==> src/rtl/inst_queue_way0_if.sv <==
// ----------------------------------------------------------------------------
// inst_queue_way0_if
// Purpose : Groups the fetch-side and decode-side handshake signals of the way0
//           instruction queue into one bundle.
// Signals :
//   jumpFlag_i             - redirect/flush request (into the queue)
//   valid_i/inst_i/instAddr_i/ready_o   - fetch side (push)
//   valid_o/inst_o/instAddr_o/ready_i   - decode side (pop)
//   count_o                - current occupancy, 0..DEPTH
// Modports: slave  - the queue itself
//           master - the environment driving it (fetch + decode + jump)
// ----------------------------------------------------------------------------
interface inst_queue_way0_if #(
    parameter int unsigned DEPTH  = 4,
    parameter int unsigned ADDR_W = 32,
    parameter int unsigned INST_W = 32
);
    localparam int unsigned CNT_W = $clog2(DEPTH) + 1;

    logic              jumpFlag_i;
    logic              valid_i;
    logic [INST_W-1:0] inst_i;
    logic [ADDR_W-1:0] instAddr_i;
    logic              ready_o;
    logic              valid_o;
    logic [INST_W-1:0] inst_o;
    logic [ADDR_W-1:0] instAddr_o;
    logic              ready_i;
    logic [CNT_W-1:0]  count_o;

    modport slave (
        input  jumpFlag_i,
        input  valid_i,
        input  inst_i,
        input  instAddr_i,
        output ready_o,
        output valid_o,
        output inst_o,
        output instAddr_o,
        input  ready_i,
        output count_o
    );

    modport master (
        output jumpFlag_i,
        output valid_i,
        output inst_i,
        output instAddr_i,
        input  ready_o,
        input  valid_o,
        input  inst_o,
        input  instAddr_o,
        output ready_i,
        input  count_o
    );
endinterface

==> src/rtl/inst_queue_way0.sv <==
// ----------------------------------------------------------------------------
// inst_queue_way0
// Purpose : Small FIFO of {instAddr, inst} pairs between the way0 fetch stage
//           and the way0 decoder. A jump flushes the queue so that no
//           wrong-path instruction reaches decode.
// Ports   :
//   clk      - core clock, rising edge
//   reset_n  - asynchronous active-low reset
//   q_if     - inst_queue_way0_if.slave handshake bundle (fetch, decode, jump,
//              occupancy)
// ----------------------------------------------------------------------------
module inst_queue_way0 #(
    parameter int unsigned      DEPTH    = 4,
    parameter int unsigned      ADDR_W   = 32,
    parameter int unsigned      INST_W   = 32,
    parameter logic [INST_W-1:0] NOP_INST = 32'h00000013
) (
    input  logic                clk,
    input  logic                reset_n,
    inst_queue_way0_if.slave    q_if
);
    localparam int unsigned PTR_W = $clog2(DEPTH);
    localparam int unsigned CNT_W = PTR_W + 1;
    localparam logic [CNT_W-1:0] FULL_CNT = CNT_W'(DEPTH);

    logic [ADDR_W-1:0] r_addr_mem [DEPTH];
    logic [INST_W-1:0] r_inst_mem [DEPTH];
    logic [PTR_W-1:0]  r_wr_ptr;
    logic [PTR_W-1:0]  r_rd_ptr;
    logic [CNT_W-1:0]  r_count;

    logic w_empty;
    logic w_full;
    logic w_ready;
    logic w_valid;
    logic w_push;
    logic w_pop;

    assign w_empty = (r_count == '0);
    assign w_full  = (r_count == FULL_CNT);

    // No push-through when full: ready depends only on registered count, so a
    // same-cycle pop does not reopen space until the following cycle.
    assign w_ready = !w_full && !q_if.jumpFlag_i;
    assign w_valid = !w_empty && !q_if.jumpFlag_i;
    assign w_push  = q_if.valid_i && w_ready;
    assign w_pop   = w_valid && q_if.ready_i;

    // Pointers and occupancy. A jump resets them but leaves storage intact;
    // stale entries are unreachable once count is zero.
    always_ff @(posedge clk or negedge reset_n) begin
        if (!reset_n) begin
            r_wr_ptr <= '0;
            r_rd_ptr <= '0;
            r_count  <= '0;
        end else if (q_if.jumpFlag_i) begin
            r_wr_ptr <= '0;
            r_rd_ptr <= '0;
            r_count  <= '0;
        end else begin
            if (w_push) begin
                r_wr_ptr <= r_wr_ptr + PTR_W'(1);
            end
            if (w_pop) begin
                r_rd_ptr <= r_rd_ptr + PTR_W'(1);
            end
            if (w_push && !w_pop) begin
                r_count <= r_count + CNT_W'(1);
            end else if (w_pop && !w_push) begin
                r_count <= r_count - CNT_W'(1);
            end
        end
    end

    // Entry storage; w_push is already blocked during a jump.
    always_ff @(posedge clk or negedge reset_n) begin
        if (!reset_n) begin
            for (int i = 0; i < DEPTH; i++) begin
                r_addr_mem[i] <= '0;
                r_inst_mem[i] <= '0;
            end
        end else if (w_push) begin
            r_addr_mem[r_wr_ptr] <= q_if.instAddr_i;
            r_inst_mem[r_wr_ptr] <= q_if.inst_i;
        end
    end

    assign q_if.ready_o    = w_ready;
    assign q_if.valid_o    = w_valid;
    assign q_if.count_o    = r_count;
    assign q_if.inst_o     = w_empty ? NOP_INST : r_inst_mem[r_rd_ptr];
    assign q_if.instAddr_o = w_empty ? '0 : r_addr_mem[r_rd_ptr];

endmodule

==> src/flat_wrapper.sv <==
// flat-port wrapper written by rule: the top's interface ports become plain ports
module inst_queue_way0_flat 
#(
    parameter int unsigned      DEPTH    = 4,
    parameter int unsigned      ADDR_W   = 32,
    parameter int unsigned      INST_W   = 32,
    parameter logic [INST_W-1:0] NOP_INST = 32'h00000013
)
  (clk, reset_n, q_if_jumpFlag_i, q_if_valid_i, q_if_inst_i, q_if_instAddr_i, q_if_ready_o, q_if_valid_o, q_if_inst_o, q_if_instAddr_o, q_if_ready_i, q_if_count_o);
  inst_queue_way0_if #(.DEPTH(DEPTH), .ADDR_W(ADDR_W), .INST_W(INST_W)) q_if_i ();
  input  logic clk;
  input  logic reset_n;
  input wire logic [$bits(q_if_i.jumpFlag_i)-1:0] q_if_jumpFlag_i;
  input wire logic [$bits(q_if_i.valid_i)-1:0] q_if_valid_i;
  input wire logic [$bits(q_if_i.inst_i)-1:0] q_if_inst_i;
  input wire logic [$bits(q_if_i.instAddr_i)-1:0] q_if_instAddr_i;
  output wire logic [$bits(q_if_i.ready_o)-1:0] q_if_ready_o;
  output wire logic [$bits(q_if_i.valid_o)-1:0] q_if_valid_o;
  output wire logic [$bits(q_if_i.inst_o)-1:0] q_if_inst_o;
  output wire logic [$bits(q_if_i.instAddr_o)-1:0] q_if_instAddr_o;
  input wire logic [$bits(q_if_i.ready_i)-1:0] q_if_ready_i;
  output wire logic [$bits(q_if_i.count_o)-1:0] q_if_count_o;
  assign q_if_i.jumpFlag_i = q_if_jumpFlag_i;
  assign q_if_i.valid_i = q_if_valid_i;
  assign q_if_i.inst_i = q_if_inst_i;
  assign q_if_i.instAddr_i = q_if_instAddr_i;
  assign q_if_ready_o = q_if_i.ready_o;
  assign q_if_valid_o = q_if_i.valid_o;
  assign q_if_inst_o = q_if_i.inst_o;
  assign q_if_instAddr_o = q_if_i.instAddr_o;
  assign q_if_i.ready_i = q_if_ready_i;
  assign q_if_count_o = q_if_i.count_o;
  inst_queue_way0 #(.DEPTH(DEPTH), .ADDR_W(ADDR_W), .INST_W(INST_W), .NOP_INST(NOP_INST)) u_core (.clk(clk), .reset_n(reset_n), .q_if(q_if_i));
endmodule
==> config.mk <==
export PLATFORM = sky130hd
export DESIGN_NAME = inst_queue_way0_flat
export DESIGN_NICKNAME = d
export VERILOG_FILES = /design/src/rtl/inst_queue_way0_if.sv /design/src/rtl/inst_queue_way0.sv /design/src/flat_wrapper.sv
export SDC_FILE = /design/constraint.sdc
export NUM_CORES = 1
export LEC_CHECK = 0
export CAP_MARGIN = 20
export CORE_MARGIN = 1
export CORE_UTILIZATION = 51
export DETAILED_ROUTE_END_ITERATION = 8
export PLACE_DENSITY_LB_ADDON = 0.25
export SYNTH_ARGS = -nofsm -noshare
export SYNTH_HDL_FRONTEND = slang
export SYNTH_SLANG_ARGS = --single-unit
export TNS_END_PERCENT = 1
==> constraint.sdc <==
create_clock -name clk -period 2 [get_ports clk]
set_clock_uncertainty 0.05 [all_clocks]
set_input_delay 0.4 -clock clk [delete_from_list [all_inputs] [get_ports clk]]
set_output_delay 0.4 -clock clk [all_outputs]
set_load 0.005 [all_outputs]
# == After elaboration in Yosys (flattened, before gate mapping) ==
# Index checks and enable logic that the tools add are counted.
# totals
register_bits,263
inputBits,69
output_inout_bits,69
word_cells,56
# op_classes
addsub,4
magnitude_cmp,3
n_eq_ne,1
muxes,19
n_bitwise,2
reduce_logical,16
# op_table
operator,count
$bwmux W128,2
$mux W32,7
$bmux W32 S2,2
$demux W32 S2,1
$mux W3,3
$mux W2,4
$logic_and A1 B1 Y1,7
$ge A3 B3 Y1 const B,2
$not A2 Y3,2
$logic_not A1 Y1,5
$add A2 B1 Y2 const B,2
$reduce_bool A2 Y1,2
$add A3 B1 Y3 const B,1
$eq A3 B3 Y1 const B,1
$logic_not A3 Y1,1
$lt A3 B1 Y1 const B,1
$reduce_bool A3 Y1,1
$sub A3 B1 Y3 const B,1

# == Logic depth before layout (Yosys ltp) ==
# Gate-level depths: netlist of run 1.
# depth
depth_word,9
mapped_depth,9
depth_no_buf,8

# == Least setup slack after synthesis of run 1 ==
# Ideal clock, no wire load.
# synth_path
kind,flip-flop to flip-flop
from,reg u_core.r_count[2] (netlist: u_core.q_if.count_o[2])
to,reg u_core.r_count[2] (netlist: u_core.q_if.count_o[2])
setup_ns,0.120
arrival_ns,2.068
required_time_ns,1.830
slack_ns,-0.237
stages_incl_launch_ff,10
path_buffers,1
synth_period_minus_slack_ns,2.237
path_cell_list,dfrtp_1 or3_1 clkbuf_1 nand2_1 and2_1 fa_1 nand2_1 nor2_1 a311o_1 and3_1
# synth_between
elab_chain_cells,8
elab_cells_between_ends,18
cone_classes,add/sub (2); eq/ne (1); mux (3); reduce/logical (12)
# synth_rtl
element,line_no,text
from (decl),inst_queue_way0.sv:30,logic [CNT_W-1:0] r_count;
from (signal assigned),inst_queue_way0.sv:68,r_count <= r_count + CNT_W'(1);
from (signal assigned),inst_queue_way0.sv:70,r_count <= r_count - CNT_W'(1);
"parallel branches: the longest is 8 deep, another holds $sub A3 B1 Y3",-,
# Several ways; the timed one is not identified. The select of a mux whose other input is x is not followed.
# A chain may end at the register's enable or synchronous reset.

# == Final worst setup path of run 1 ==
# layout_path
from,reg u_core.r_rd_ptr[0]
to,out q_if_inst_o[18]
# layout_between
elab_chain_cells,5
# layout_rtl
element,line_no,text
from (decl),inst_queue_way0.sv:29,logic [PTR_W-1:0] r_rd_ptr;
from (signal assigned),inst_queue_way0.sv:65,r_rd_ptr <= r_rd_ptr + PTR_W'(1);
$not A2 Y3 (not written as such),inst_queue_way0.sv:91,assign q_if.inst_o = w_empty ? NOP_INST : r_inst_mem[r_rd_ptr];
$bmux W32 S2,inst_queue_way0.sv:91,
$mux W32 (not written as such) (2 in series),inst_queue_way0.sv:91,
$mux W32,inst_queue_way0.sv:91,
to (decl),flat_wrapper.sv:19,output wire logic [$bits(q_if_i.inst_o)-1:0] q_if_inst_o;
# No other way between the ends. The select of a mux whose other input is x is not followed.

==> summary.txt, run 1 <==
WP data arrival: 2.31 ns
worst slew pin tran: 0.4168 ns
commonest cells after routing, fill and taps aside: dfrtp_1, mux2_2, clkdlybuf4s50_1
initial antenna violation count: 0
I/O pin count: 138
Setup Total Neg Slack: -40.30 ns
First-pass DRT Iterations: 4
Die Height: 154.5 µm
crit path time final: 2.756 ns
later-pin clock latency in the skew report: 0.53 ns
synth warn: 0
initial drt markers: 242
synthesized instance count: 741
LEAKAGE: 7.070 nW
placed wire-length estimate: 17,510 µm
sequential cell area fraction in the yosys report: 55.47%
Slew Limit Fails: 0
crit share post-route: 137.8%
filler instances: 1,478
worst reg2reg setup slack: -0.12 ns
register bit total from synthesis: 263
Post-Syn Area: 11,860 µm²
Core Rows: 55
pwr dens: 1661 nW/µm²
Final setup viols: 67
H-tree lvl count: 1
area delta synth->final: 31.67%
first-pass GRT wire length: 44,510 µm
root buf cell: clkbuf_16
min-delay worst type: input port to async pin
commonest non-fill, non-tap cell in the layout: dfrtp_1
Routed Antenna Nets: 0
Worst R2R Start: u_core.q_if.count_o[2]$_DFFE_PN0P_
DR vias/cell: 5.663
Mean Syn Cell Area: 16.01 µm²
final worst slack: -0.7557 ns
ratio of cells with drive above 1 in the final layout: 59.01%
count of different cell masters after synthesis: 30
GRT overflow: 0
startpoint types: register
maximum number of pins on one net before global-route repair: 69
Max Clock Freq: 0.3629 GHz
CTS tree: built
Yosys top cell area share: 55.47%
syn_nets: 815
Synth area leader: dfrtp_1
antenna diode count: 0
worst vdd ir: 0.9361 mV
Reg2Reg Depth: 8
fin area: 15,620 µm²
final WL: 27,480 µm
Initial Util: 52.24%
Place WS: -0.3777 ns
top cells by area, synth: dfrtp_1, mux2_2, mux4_2
max_slew headroom: 71.96%
final non-filler cell total: 1,256
total power: 0.02595 W
maximum clock path buffer count: 3
CORE AREA: 22,710 µm²
vias in the first global route: 8,204
Req. time, crit path: 1.55 ns
DRC errors left: 0
R2R Path End: u_core.q_if.count_o[2]$_DFFE_PN0P_
CTS Sinks: 263
DR WL/cell: 21.88 µm
crit path launch: u_core.r_rd_ptr[0]$_DFFE_PN0P_
GRT Total Usage: 24.04%
Crit Path Class: register to output port
status: complete, but fails checks
IO Port Bufs: 137
nets: 1,024
CP max FO: 7
Cell Area, Placed: 14,150 µm²
Vias: 7,113
Reg clk slew, reported paths: 0.06 ns
RSZ-0062 raised after global routing: true
failing checks: setup timing
Die W: 154.5 µm
Worst setup EP type: output port
routability-driven placement congestion ratio: 0.8159
CP endpoint: q_if_inst_o[18]
cts bufs inserted: 29
max cap viols: 0
Hold Fails Final Rpt: 0
Die Footprint: 23,880 µm²
cell total after placement: 1,172
-- cell usage after synthesis --
cell type	count
or3_1	1
nor4b_1	1
nand3_1	1
xnor2_1	1
fa_1	1
a31oi_1	1
and3_1	1
xor2_1	3
ha_1	4
a21boi_0	1
dfrtp_1	263
mux2_1	22
o21ai_0	2
nand2_4	4
nor2_1	10
nand2_1	3
clkbuf_1	14
and2_1	62
buf_2	31
nor3_1	1
or2_2	3
mux2_2	236
a311o_1	1
nand2b_1	1
buf_1	1
inv_1	5
o31ai_1	1
a21oi_1	1
mux4_2	64
a21oi_4	1
-- where the power goes --
group / internal (W) / switching, W / total [W] / leakage [nW]
clock: 0.00317 / 0.00211 / 0.00529 / 0.480
sequential: 0.00786 / 0.00132 / 0.00918 / 3.28
combinational: 0.00745 / 0.00403 / 0.0115 / 3.31
-- how the worst min path moves through the flow --
stage,from,to,slack [ns]
after floorplan,reset_n,u_core.q_if.count_o[0]$_DFFE_PN0P_,0.05
after global placement,reset_n,u_core.r_inst_mem[120]$_DFFE_PN0P_,0.28
after detailed placement,reset_n,u_core.r_inst_mem[86]$_DFFE_PN0P_,0.30
after CTS,reset_n,u_core.r_inst_mem[24]$_DFFE_PN0P_,0.32
after global routing,reset_n,u_core.r_inst_mem[88]$_DFFE_PN0P_,0.35
final,reset_n,u_core.r_inst_mem[88]$_DFFE_PN0P_,0.31
-- cells by family (layout without fill, tap and decap cells) --
| group | Yosys count | in the layout | synth area share (%) |
|---|---|---|---|
| AO/OA/AOI/OAI | 8 | 8 | 0.5274 |
| XOR/XNOR | 4 | 4 | 0.2954 |
| adder cells (fa/ha/maj) | 5 | 5 | 0.5906 |
| buffers and inverters | 51 | 281 | 1.941 |
| flip-flops | 263 | 263 | 55.47 |
| multiplexers | 322 | 322 | 36.64 |
| AND/OR/NAND/NOR | 88 | 88 | 4.535 |
-- worst max-delay path, cell delays in order (launching register included) --
cell and delay, ns:
dfrtp_4 0.53, buf_6 0.15, buf_6 0.13, buf_12 0.14, buf_6 0.11, mux4_2 0.42
and2_4 0.18, buf_6 0.11
-- layer usage --
layer | track usage, % | up-vias | routed length, µm | share of wire, %
li1 | - | 3130 | - | -
met1 | 30.39 | 3767 | 11490 | 42
met2 | 42.15 | 175 | 14060 | 51
met3 | 4.203 | 41 | 1236 | 4.5
met4 | 7.779 | 0 | 690 | 2.5
met5 | 0 | - | 0 | 0
-- through the flow --
step	hold slack [ns]	util [%]
2_1_floorplan	0.05441	-
3_3_place_gp	0.2797	62.33
3_5_place_dp	0.2959	62.33
4_1_cts	0.3224	68.96
5_1_grt	0.3549	68.79
6_report	0.3145	68.79
-- sequential cells by signal, summed over array words and instances, names as in the netlist --
name / count
u_core.r_rd_ptr: 2
u_core.r_wr_ptr: 2
u_core.q_if.count_o: 3
u_core.r_inst_mem: 128
u_core.r_addr_mem: 128
-- what timing repair did --
| item | 4_1_cts | 5_1_grt |
|---|---|---|
| hold buffers | 1 | 0 |
| resized for setup | 276 | 70 |
| pin swaps | 11 | 24 |
| cloned | 5 | 0 |
| hold endpoints to repair | 45 | 0 |
| setup buffers | 26 | 1 |
| setup endpoints to repair | 72 | 70 |
-- area by class of cell --
class	count	area, µm²	share of cell area (%)
Inverter	5	18.77	0.1201
Timing Repair Buffer	224	2456	15.72
Multi-Input combinational cell	427	5243	33.56
Tap cell	285	356.6	2.283
Sequential cell	263	6590	42.19
Clock inverter	11	116.4	0.7449
Clock buffer	41	840.8	5.382
(Power assumes the default switching activity.)
==> run 2: changes to the inputs <==
- PLACE_DENSITY_LB_ADDON: 0.25 -> 0.1
==> run 2 against run 1 <==
The run still ends with setup timing left. Combinational power fell by 3%. Global-route usage shrank 1.1 points. Clock power increased by 2%. Highest routed layer is now met5. Sequential cell count unchanged. Power down 1.2%. Maximum frequency increased by 3.5%. Count of clock-buffer cells in the layout decreased by 2. Hold slack worse by 0.065 ns. Die area stayed put. Critical path depth decreased by 1.
==> summary.txt, run 2 (synthesized netlist as in run 1, its figures left out) <==
Cell Area, Placed: 14,130 µm² (was 14,150 µm²)
Worst setup EP type: output port (unchanged)
I/O pin count: 138 (unchanged)
status: complete, but fails checks (unchanged)
DRC errors left: 0 (unchanged)
final non-filler cell total: 1,243 (was 1,256)
later-pin clock latency in the skew report: 0.54 ns (was 0.53 ns)
DR vias/cell: 5.606 (was 5.663)
min-delay worst type: input port to async pin (unchanged)
Vias: 6,968 (was 7,113)
Max Clock Freq: 0.3756 GHz (was 0.3629 GHz)
vias in the first global route: 7,952 (was 8,204)
Die Footprint: 23,880 µm² (unchanged)
DR WL/cell: 21.26 µm (was 21.88 µm)
root buf cell: clkbuf_16 (unchanged)
worst slew pin tran: 0.4248 ns (was 0.4168 ns)
placed wire-length estimate: 17,420 µm (was 17,510 µm)
WP data arrival: 2.21 ns (was 2.31 ns)
Reg clk slew, reported paths: 0.06 ns (about the same)
Hold Fails Final Rpt: 0 (unchanged)
fin area: 15,530 µm² (was 15,620 µm²)
CP max FO: 7 (unchanged)
max cap viols: 0 (unchanged)
Die W: 154.5 µm (unchanged)
Final setup viols: 68 (was 67)
Crit Path Class: register to output port (unchanged)
Setup Total Neg Slack: -37.16 ns (was -40.30 ns)
GRT Total Usage: 22.95% (was 24.04%)
pwr dens: 1651 nW/µm² (was 1661 nW/µm²)
ratio of cells with drive above 1 in the final layout: 57.99% (was 59.01%)
maximum number of pins on one net before global-route repair: 76 (was 69)
commonest non-fill, non-tap cell in the layout: dfrtp_1 (unchanged)
CTS Sinks: 263 (unchanged)
startpoint types: register (unchanged)
routability-driven placement congestion ratio: 0.7742 (was 0.8159)
Core Rows: 55 (unchanged)
Slew Limit Fails: 0 (unchanged)
crit share post-route: 133.1% (was 137.8%)
first-pass GRT wire length: 42,860 µm (was 44,510 µm)
initial antenna violation count: 2 (was 0)
cts bufs inserted: 28 (was 29)
max_slew headroom: 71.68% (was 71.96%)
Routed Antenna Nets: 0 (unchanged)
Worst R2R Start: u_core.q_if.count_o[0]$_DFFE_PN0P_ (was u_core.q_if.count_o[2]$_DFFE_PN0P_)
commonest cells after routing, fill and taps aside: dfrtp_1, mux2_2, clkdlybuf4s50_1 (unchanged)
First-pass DRT Iterations: 5 (was 4)
H-tree lvl count: 1 (unchanged)
Die Height: 154.5 µm (unchanged)
worst vdd ir: 1.137 mV (was 0.9361 mV)
CORE AREA: 22,710 µm² (unchanged)
final worst slack: -0.6622 ns (was -0.7557 ns)
failing checks: setup timing (unchanged)
CTS tree: built (unchanged)
grt met2 use: 40.53% (was 42.15%)
nets: 1,010 (was 1,024)
area delta synth->final: 30.90% (was 31.67%)
final WL: 26,420 µm (was 27,480 µm)
Req. time, crit path: 1.55 ns (about the same)
met1 usage: 28.98% (was 30.39%)
GR peak layer: met2 (unchanged)
RSZ-0062 raised after global routing: true (unchanged)
crit path launch: u_core.r_rd_ptr[0]$_DFFE_PN0P_ (unchanged)
crit path time final: 2.662 ns (was 2.756 ns)
LEAKAGE: 7.017 nW (was 7.070 nW)
GRT overflow: 0 (unchanged)
Initial Util: 52.24% (unchanged)
IO Port Bufs: 137 (unchanged)
maximum clock path buffer count: 3 (unchanged)
met3 Use GR: 5.043% (was 4.203%)
initial drt markers: 244 (was 242)
cell total after placement: 1,167 (was 1,172)
-- run 2: repair_timing --
item                       4_1_cts  5_1_grt
hold endpoints to repair       261        0
cloned                           4        0
buffers inserted                19        0
gates resized for setup        272       59
pin swaps                       42        9
hold buffers                     1        0
setup endpoints to repair       72       69
-- run 2: worst max-delay path: stages (launching register included) --
cell and delay [ns]:
dfrtp_4 0.51, buf_12 0.16, buf_12 0.13, buf_16 0.14, mux4_2 0.44, and2_4 0.18, buf_6 0.11
-- run 2: per-stage QoR --
stage | hold slack, ns | utilization [%] | power, W | worst slack [ns]
2_1_floorplan | 0.05441 | - | 0.01464 | -0.02331
4_1_cts | 0.2292 | 68.48 | 0.02567 | -0.7141
3_5_place_dp | 0.1927 | 62.23 | 0.01921 | -0.3576
3_3_place_gp | 0.1918 | 62.23 | 0.01866 | -0.3453
6_report | 0.2492 | 68.39 | 0.02564 | -0.6622
5_1_grt | 0.2455 | 68.37 | 0.02705 | -0.7417
-- run 2: path summary, 6_finish.rpt --
kind | to | slack, ns | cells past startpoint
setup / recovery | q_if_instAddr_o[30] | -0.66 | 6
hold / removal | u_core.r_inst_mem[55]$_DFFE_PN0P_ | 0.25 | 2
setup reg to reg | u_core.q_if.count_o[2]$_DFFE_PN0P_ | -0.12 | 9
hold reg to reg | u_core.r_inst_mem[11]$_DFFE_PN0P_ | 0.44 | 1
max in group asynchronous | u_core.r_addr_mem[82]$_DFFE_PN0P_ | 1.00 | 3
min in group clk | u_core.r_inst_mem[11]$_DFFE_PN0P_ | 0.44 | 1
-- run 2: routing by layer --
metal	vias to the layer above	wire, µm	part of all wire (%)
met2	148	13740	52
met3	37	1297	4.9
met1	3679	10910	41
li1	3102	-	-
met5	-	13	0.049
met4	2	457	1.7
-- run 2: power breakdown --
group | internal (W) | switching [W] | leakage, nW
registers | 0.00786 | 0.00129 | 3.28
clock network | 0.00332 | 0.00207 | 0.495
logic | 0.00725 | 0.00386 | 3.24
total | 0.0184 | 0.00721 | 7.02
-- run 2: area by class of cell --
type | count | area, µm²
fillers | 1560 | 7179
clock inverters | 12 | 152.6
diodes | 1 | 2.502
well taps | 285 | 356.6
clock buffers | 39 | 842.1
flip-flops and latches | 263 | 6593
repair buffers | 211 | 2346
inverters | 5 | 18.77
multi-input cells | 427 | 5219
